## src/rtl/pipelined_cla_adder_pkg.sv

```systemverilog
// Shared constants and the per-stage pipeline record for pipelined_cla_adder.
// Optional build macro: PIPE_ADD_SAT_EN adds a per-operation saturate flag.
package pipe_add_pkg;

  localparam int DEF_WIDTH = 32;
  localparam int DEF_BLOCK = 8;

  // One pipeline stage register. Sized for DEF_WIDTH; the adder's WIDTH
  // must not exceed it. x/y hold the not-yet-added upper operand bits,
  // sum holds the lower bits completed so far.
  typedef struct packed {
    logic                 vld;
    logic [DEF_WIDTH-1:0] sum;
    logic [DEF_WIDTH-1:0] x;
    logic [DEF_WIDTH-1:0] y;
    logic                 c;     // carry into the next block
    logic                 cmsb;  // carry into the MSB of the last block added
    logic                 sub;
`ifdef PIPE_ADD_SAT_EN
    logic                 sat;
`endif
  } stage_t;

endpackage

```

## src/rtl/pipelined_cla_adder_if.sv

```systemverilog
// Operand/result handshake bundle for pipelined_cla_adder.
// Optional build macro: PIPE_ADD_SAT_EN adds the sat request bit.
interface pipelined_cla_adder_if
  import pipe_add_pkg::*;
#(
  parameter int WIDTH = DEF_WIDTH
);
  logic             in_valid;
  logic             in_ready;
  logic [WIDTH-1:0] x;
  logic [WIDTH-1:0] y;
  logic             sub;
  logic             cin;
`ifdef PIPE_ADD_SAT_EN
  logic             sat;
`endif
  logic             out_valid;
  logic             out_ready;
  logic [WIDTH-1:0] sum;
  logic             cout;
  logic             ovf;

`ifdef PIPE_ADD_SAT_EN
  modport master (output in_valid, x, y, sub, cin, sat, out_ready,
                  input  in_ready, out_valid, sum, cout, ovf);
  modport slave  (input  in_valid, x, y, sub, cin, sat, out_ready,
                  output in_ready, out_valid, sum, cout, ovf);
`else
  modport master (output in_valid, x, y, sub, cin, out_ready,
                  input  in_ready, out_valid, sum, cout, ovf);
  modport slave  (input  in_valid, x, y, sub, cin, out_ready,
                  output in_ready, out_valid, sum, cout, ovf);
`endif

endinterface

```

## src/rtl/pipelined_cla_adder_cla_block.sv

```systemverilog
// BLOCK-bit carry-lookahead adder slice used by every pipeline stage.
module cla_block #(
  parameter int BLOCK = 8
) (
  input  logic [BLOCK-1:0] a,
  input  logic [BLOCK-1:0] b,
  input  logic             c_in,
  output logic [BLOCK-1:0] s,
  output logic             c_out,
  output logic             c_msb_in
);

  logic [BLOCK-1:0] g, p;
  logic [BLOCK:0]   c;

  assign g = a & b;
  assign p = a ^ b;

  // Each carry from the group generate/propagate of bits [i:0] and c_in
  always_comb begin
    logic gg, pp;
    gg   = 1'b0;
    pp   = 1'b1;
    c    = '0;
    c[0] = c_in;
    for (int i = 0; i < BLOCK; i++) begin
      gg       = g[i] | (p[i] & gg);
      pp       = pp & p[i];
      c[i+1]   = gg | (pp & c_in);
    end
  end

  assign s        = p ^ c[BLOCK-1:0];
  assign c_out    = c[BLOCK];
  assign c_msb_in = c[BLOCK-1];

endmodule

```

## src/rtl/pipelined_cla_adder.sv

```systemverilog
// Pipelined carry-lookahead adder/subtractor: one BLOCK-bit slice per stage,
// valid/ready handshake with per-stage stall, results in acceptance order.
// Optional build macro: PIPE_ADD_SAT_EN clamps overflowed results when sat=1.
module pipelined_cla_adder
  import pipe_add_pkg::*;
#(
  parameter int WIDTH = DEF_WIDTH,
  parameter int BLOCK = DEF_BLOCK
) (
  input logic                  clock,
  input logic                  reset_n,
  pipelined_cla_adder_if.slave bus
);

  localparam int STAGES = WIDTH / BLOCK;

  for (genvar k = 0; k < STAGES; k++) begin : g_stage
    stage_t           prev, nxt, st;
    logic [BLOCK-1:0] b, s;
    logic             co, cm;
    logic             adv;

    if (k == 0) begin : g_first
      // Stage 0 takes the operand pair straight from the bus
      always_comb begin
        prev              = '0;
        prev.vld          = bus.in_valid;
        prev.x[WIDTH-1:0] = bus.x;
        prev.y[WIDTH-1:0] = bus.y;
        prev.sub          = bus.sub;
        prev.c            = bus.sub | bus.cin;
`ifdef PIPE_ADD_SAT_EN
        prev.sat          = bus.sat;
`endif
      end
    end else begin : g_next
      assign prev = g_stage[k-1].st;
    end

    // Subtraction inverts y; the +1 rides in on stage 0's carry
    assign b = prev.sub ? ~prev.y[k*BLOCK +: BLOCK] : prev.y[k*BLOCK +: BLOCK];

    cla_block #(.BLOCK(BLOCK)) u_cla (
      .a        (prev.x[k*BLOCK +: BLOCK]),
      .b        (b),
      .c_in     (prev.c),
      .s        (s),
      .c_out    (co),
      .c_msb_in (cm)
    );

    // Merge this slice into the travelling record
    always_comb begin
      nxt                        = prev;
      nxt.sum[k*BLOCK +: BLOCK]  = s;
      nxt.c                      = co;
      nxt.cmsb                   = cm;
    end

    // A stage moves when it is empty or its successor moves
    if (k == STAGES - 1) begin : g_adv_last
      assign adv = !st.vld || bus.out_ready;
    end else begin : g_adv_mid
      assign adv = !st.vld || g_stage[k+1].adv;
    end

    // Stage register; reset drops everything in flight
    always_ff @(posedge clock or negedge reset_n) begin
      if (!reset_n)  st <= '0;
      else if (adv)  st <= nxt;
    end
  end

  stage_t           lst;
  logic             ovf_w;
  logic [WIDTH-1:0] sum_w;
  logic             unused_lst;

  assign lst        = g_stage[STAGES-1].st;
  assign ovf_w      = lst.c ^ lst.cmsb;
  assign unused_lst = ^{lst.x, lst.y, lst.sub};

  // Final result, optionally clamped to the signed limit on overflow
  always_comb begin
    sum_w = lst.sum[WIDTH-1:0];
`ifdef PIPE_ADD_SAT_EN
    // Wrapped MSB=1 means positive overflow -> max, else min
    if (lst.sat && ovf_w)
      sum_w = {~lst.sum[WIDTH-1], {(WIDTH-1){lst.sum[WIDTH-1]}}};
`endif
  end

  assign bus.in_ready  = g_stage[0].adv;
  assign bus.out_valid = lst.vld;
  assign bus.sum       = sum_w;
  assign bus.cout      = lst.c;
  assign bus.ovf       = ovf_w;

endmodule
```

## src/flat_wrapper.sv

```systemverilog
// flat-port wrapper written by rule: the top's interface ports become plain ports
module pipelined_cla_adder_flat import pipe_add_pkg::*;
#(
  parameter int WIDTH = DEF_WIDTH,
  parameter int BLOCK = DEF_BLOCK
)
  (clock, reset_n, bus_in_valid, bus_x, bus_y, bus_sub, bus_cin, bus_out_ready, bus_in_ready, bus_out_valid, bus_sum, bus_cout, bus_ovf);
  pipelined_cla_adder_if #(.WIDTH(WIDTH)) bus_i ();
  input logic clock;
  input logic reset_n;
  input wire logic [$bits(bus_i.in_valid)-1:0] bus_in_valid;
  input wire logic [$bits(bus_i.x)-1:0] bus_x;
  input wire logic [$bits(bus_i.y)-1:0] bus_y;
  input wire logic [$bits(bus_i.sub)-1:0] bus_sub;
  input wire logic [$bits(bus_i.cin)-1:0] bus_cin;
  input wire logic [$bits(bus_i.out_ready)-1:0] bus_out_ready;
  output wire logic [$bits(bus_i.in_ready)-1:0] bus_in_ready;
  output wire logic [$bits(bus_i.out_valid)-1:0] bus_out_valid;
  output wire logic [$bits(bus_i.sum)-1:0] bus_sum;
  output wire logic [$bits(bus_i.cout)-1:0] bus_cout;
  output wire logic [$bits(bus_i.ovf)-1:0] bus_ovf;
  assign bus_i.in_valid = bus_in_valid;
  assign bus_i.x = bus_x;
  assign bus_i.y = bus_y;
  assign bus_i.sub = bus_sub;
  assign bus_i.cin = bus_cin;
  assign bus_i.out_ready = bus_out_ready;
  assign bus_in_ready = bus_i.in_ready;
  assign bus_out_valid = bus_i.out_valid;
  assign bus_sum = bus_i.sum;
  assign bus_cout = bus_i.cout;
  assign bus_ovf = bus_i.ovf;
  pipelined_cla_adder #(.WIDTH(WIDTH), .BLOCK(BLOCK)) u_core (.clock(clock), .reset_n(reset_n), .bus(bus_i));
endmodule
```

## config.mk

```make
export PLATFORM = sky130hd
export DESIGN_NAME = pipelined_cla_adder_flat
export DESIGN_NICKNAME = d
export VERILOG_FILES = /design/src/rtl/pipelined_cla_adder_pkg.sv /design/src/rtl/pipelined_cla_adder_if.sv /design/src/rtl/pipelined_cla_adder_cla_block.sv /design/src/rtl/pipelined_cla_adder.sv /design/src/flat_wrapper.sv
export SDC_FILE = /design/constraint.sdc
export NUM_CORES = 1
export LEC_CHECK = 0
export ABC_AREA = 1
export CAP_MARGIN = 15
export CORE_ASPECT_RATIO = 1.5
export CORE_MARGIN = 10
export CORE_UTILIZATION = 50
export DETAILED_ROUTE_END_ITERATION = 6
export MAX_ROUTING_LAYER = met4
export PLACE_DENSITY_LB_ADDON = 0.1
export SYNTH_ARGS = -nofsm -noshare
export SYNTH_HDL_FRONTEND = slang
export SYNTH_SLANG_ARGS = --single-unit
```

## constraint.sdc

```tcl
create_clock -name clock -period 6.11 [get_ports clock]
set_clock_uncertainty 0.2 [all_clocks]
set_input_delay 1.833 -clock clock [delete_from_list [all_inputs] [get_ports clock]]
set_output_delay 1.833 -clock clock [all_outputs]
set_load 0.01 [all_outputs]
```

==> flow_summary.yaml <==
outcome:
  status: "finished, final reports clean"
final_layout:
  drive_gt1_frac: 0.05483
  antennaDiodeCount: 0
  final_cells: 1289
  final_util: 0.5960
  area_growth_pct: 17.36
  fillCellCount: 1587
  fin_area_mm2: 0.01030
  nNetsFinal: 1169
sta:
  timing.fmax_mhz: 179.9
  finalMaxSlewViolations: 0
  min_period_ps: 5560
  setup_viol: 0
  hold_violations: 0
  rsz0062_at_grt: "no"
  slew_headroom: 0.3544
  worst_pin_slew_ps: 968.4
  timing.final.crit_share: 0.9100
  setup_tns_ps: 0
floorplan:
  fp.dieW_um: 128.2
  core_area_mm2: 0.01727
  initial_utilization: 0.5079
  ios: 106
  rows: 59
  dieArea_mm2: 0.02335
  die_h_um: 182.2
run:
  max_cap_viol_count: 0
setup_path:
  r2r-end: "u_core.g_stage[2].st[89]"
  rr_startpoint: "u_core.g_stage[1].st[0]"
  worstPathMaxFanout: 17
  r2r_cells: 16
  arrival_ps: 3530
  start_kind: "primary input"
  rrSetupSlack_ps: 3410
  cp.required_ps: 4080
  crit_type: "primary input to output pin"
  end_kind: "output pin"
logic_synthesis:
  ys_seq_area_frac: 0.5362
  syn_inst: 1002
  synth_fp_nets: 1108
  netlist_top_cells_area: "dfrtp_1, nand2_1, o21ai_0, ha_1, inv_1"
  synth_cell_types: 24
  netlist_area_mm2: 0.008773
  ys_seq_elements: 188
  synth_top_area_share: 0.5362
  synth.largest_area_cell: "dfrtp_1"
  avgSynthCellArea_um2: 8.756
  yosys_warnings: 0
global_routing:
  grt_max_degree: 122
  grt_first_pass_wirelength_um: 28650
  grtUsageTotal: 0.1516
  overflow: 0
  grt_pass1_vias: 5968
  antenna_found_initial: 0
clock_network:
  clock_sink_count: 188
  clk_pin_slew_worst_paths_ps: 70
  root_buffer: "clkbuf_16"
  clk_path_buf_depth: 2
  cts_tree: "built"
  cts_hold_buf: 0
  postCtsSetupRepairBufs: 0
  cts_htree_levels: 4
  cts_buffers: 17
  clk_latency_ps: 420
  cts-resized-gates: 0
drt:
  routed_via_density: 4.690
  drc: 0
  routed_wl_um: 16700
  final_antenna_net_count: 0
  routedWlPerCell_um: 12.96
  drtPass1Iterations: 4
  vias: 6045
  first_iter_violations: 407
pwr:
  leakagePower_nw: 5.181
  irDropWorstVdd_v: 0.0001929
  powerDensity_mw_per_mm2: 391.6
placed_design:
  portBuffers: 105
  gp_congestion: 0.8179
  placed_area_mm2: 0.009739
  dp_cells: 1257
  dp_hpwl_um: 11800
worst_hold_path:
  hold_depth: 2
  hold_class: "flip-flop to flip-flop"
  whs_endpoint: "u_core.g_stage[1].st[73]"
  worstHoldStart: "u_core.g_stage[0].st[73]"
-- worst max-delay path: stages --
cell and delay, ps:
clkdlybuf4s50_1 510, nor2_4 50, inv_2 240, nor2_8 50
inv_4 60, nor2_4 30, inv_2 100, nor2_8 40
inv_2 60, clkdlybuf4s50_1 530
-- how the worst max path moves through the flow --
stage,startpoint,to,cells past startpoint
after floorplan,bus_out_ready,bus_in_ready,10
after global placement,bus_out_ready,bus_in_ready,10
after detailed placement,bus_out_ready,bus_in_ready,10
after CTS,bus_out_ready,bus_in_ready,10
after global routing,bus_out_ready,bus_in_ready,10
final,bus_out_ready,bus_in_ready,10
-- layout make-up --
cell class / instances / area [um2] / share of cell area
multi-input cells: 640 / 3261 / 0.3167
clock buffers: 18 / 429.2 / 0.04168
inverters: 102 / 385.4 / 0.03743
clock inverters: 14 / 127.6 / 0.01240
well taps: 213 / 266.5 / 0.02588
repair buffers: 114 / 1122 / 0.1090
flip-flops and latches: 188 / 4705 / 0.4569
-- metrics by stage --
stage                     power, W  setup slack (ps)  hold WS, ps
after floorplan           0.002653              1122        242.2
after global placement    0.002998             550.8        254.0
after detailed placement  0.003028             552.5        257.4
after CTS                 0.004092             535.7        273.7
after global routing      0.004343             465.7        298.1
final                     0.004032             549.8        268.6
-- registers in the layout, summed over array words and instances (netlist names) --
register / count
u_core.bus.cout: 1
u_core.bus.out_valid: 1
u_core.bus.sum: 32
u_core.g_stage.st: 154
-- Yosys cell counts --
| cell | instances |
|---|---|
| a21oi_1 | 2 |
| a31oi_1 | 9 |
| buf_2 | 11 |
| buf_4 | 33 |
| buf_6 | 2 |
| clkbuf_1 | 26 |
| dfrtp_1 | 188 |
| fa_1 | 4 |
| ha_1 | 32 |
| inv_1 | 98 |
| inv_2 | 3 |
| inv_4 | 1 |
| nand2_1 | 358 |
| nand3_1 | 20 |
| nand3b_1 | 4 |
| nand4_1 | 2 |
| nor2_1 | 28 |
| nor2_4 | 2 |
| nor2_8 | 2 |
| o21ai_0 | 104 |
| o21ai_1 | 20 |
| or2_2 | 10 |
| xnor2_1 | 6 |
| xor2_1 | 37 |
-- cells by family after synthesis --
group | synth area share
fa+ha+maj | 0.05476
compound gates | 0.07829
buf+inv | 0.09213
simple gates | 0.1957
flops | 0.5362
xor+xnor | 0.04293
-- metal layers --
metal	up-vias	GRT usage	routed length, um
met5	-	-	0
met1	2739	0.1978	8105
met4	0	0.03930	154
met3	12	0.03336	669
li1	3199	-	-
met2	95	0.2347	7769
-- report_power, final --
group	total [W]	internal (W)	switching, W
clock	0.00104	0.000539	0.000505
combinational	0.00122	0.000560	0.000660
sequential	0.00177	0.00158	0.000189
-- cells in the final DEF (no fill, tap or decap), types with 9 or more instances in the layout --
cell type        instances
buf_4                    9
o21ai_1                 20
or2_2                   10
a31oi_1                  9
nand3_1                 20
xor2_1                  37
dfrtp_1                188
ha_1                    32
o21ai_0                104
nor2_1                  28
nand2_1                358
clkbuf_16               17
clkdlybuf4s50_1        104
inv_1                   98
Note: power is estimated with default switching activity, not from simulation.
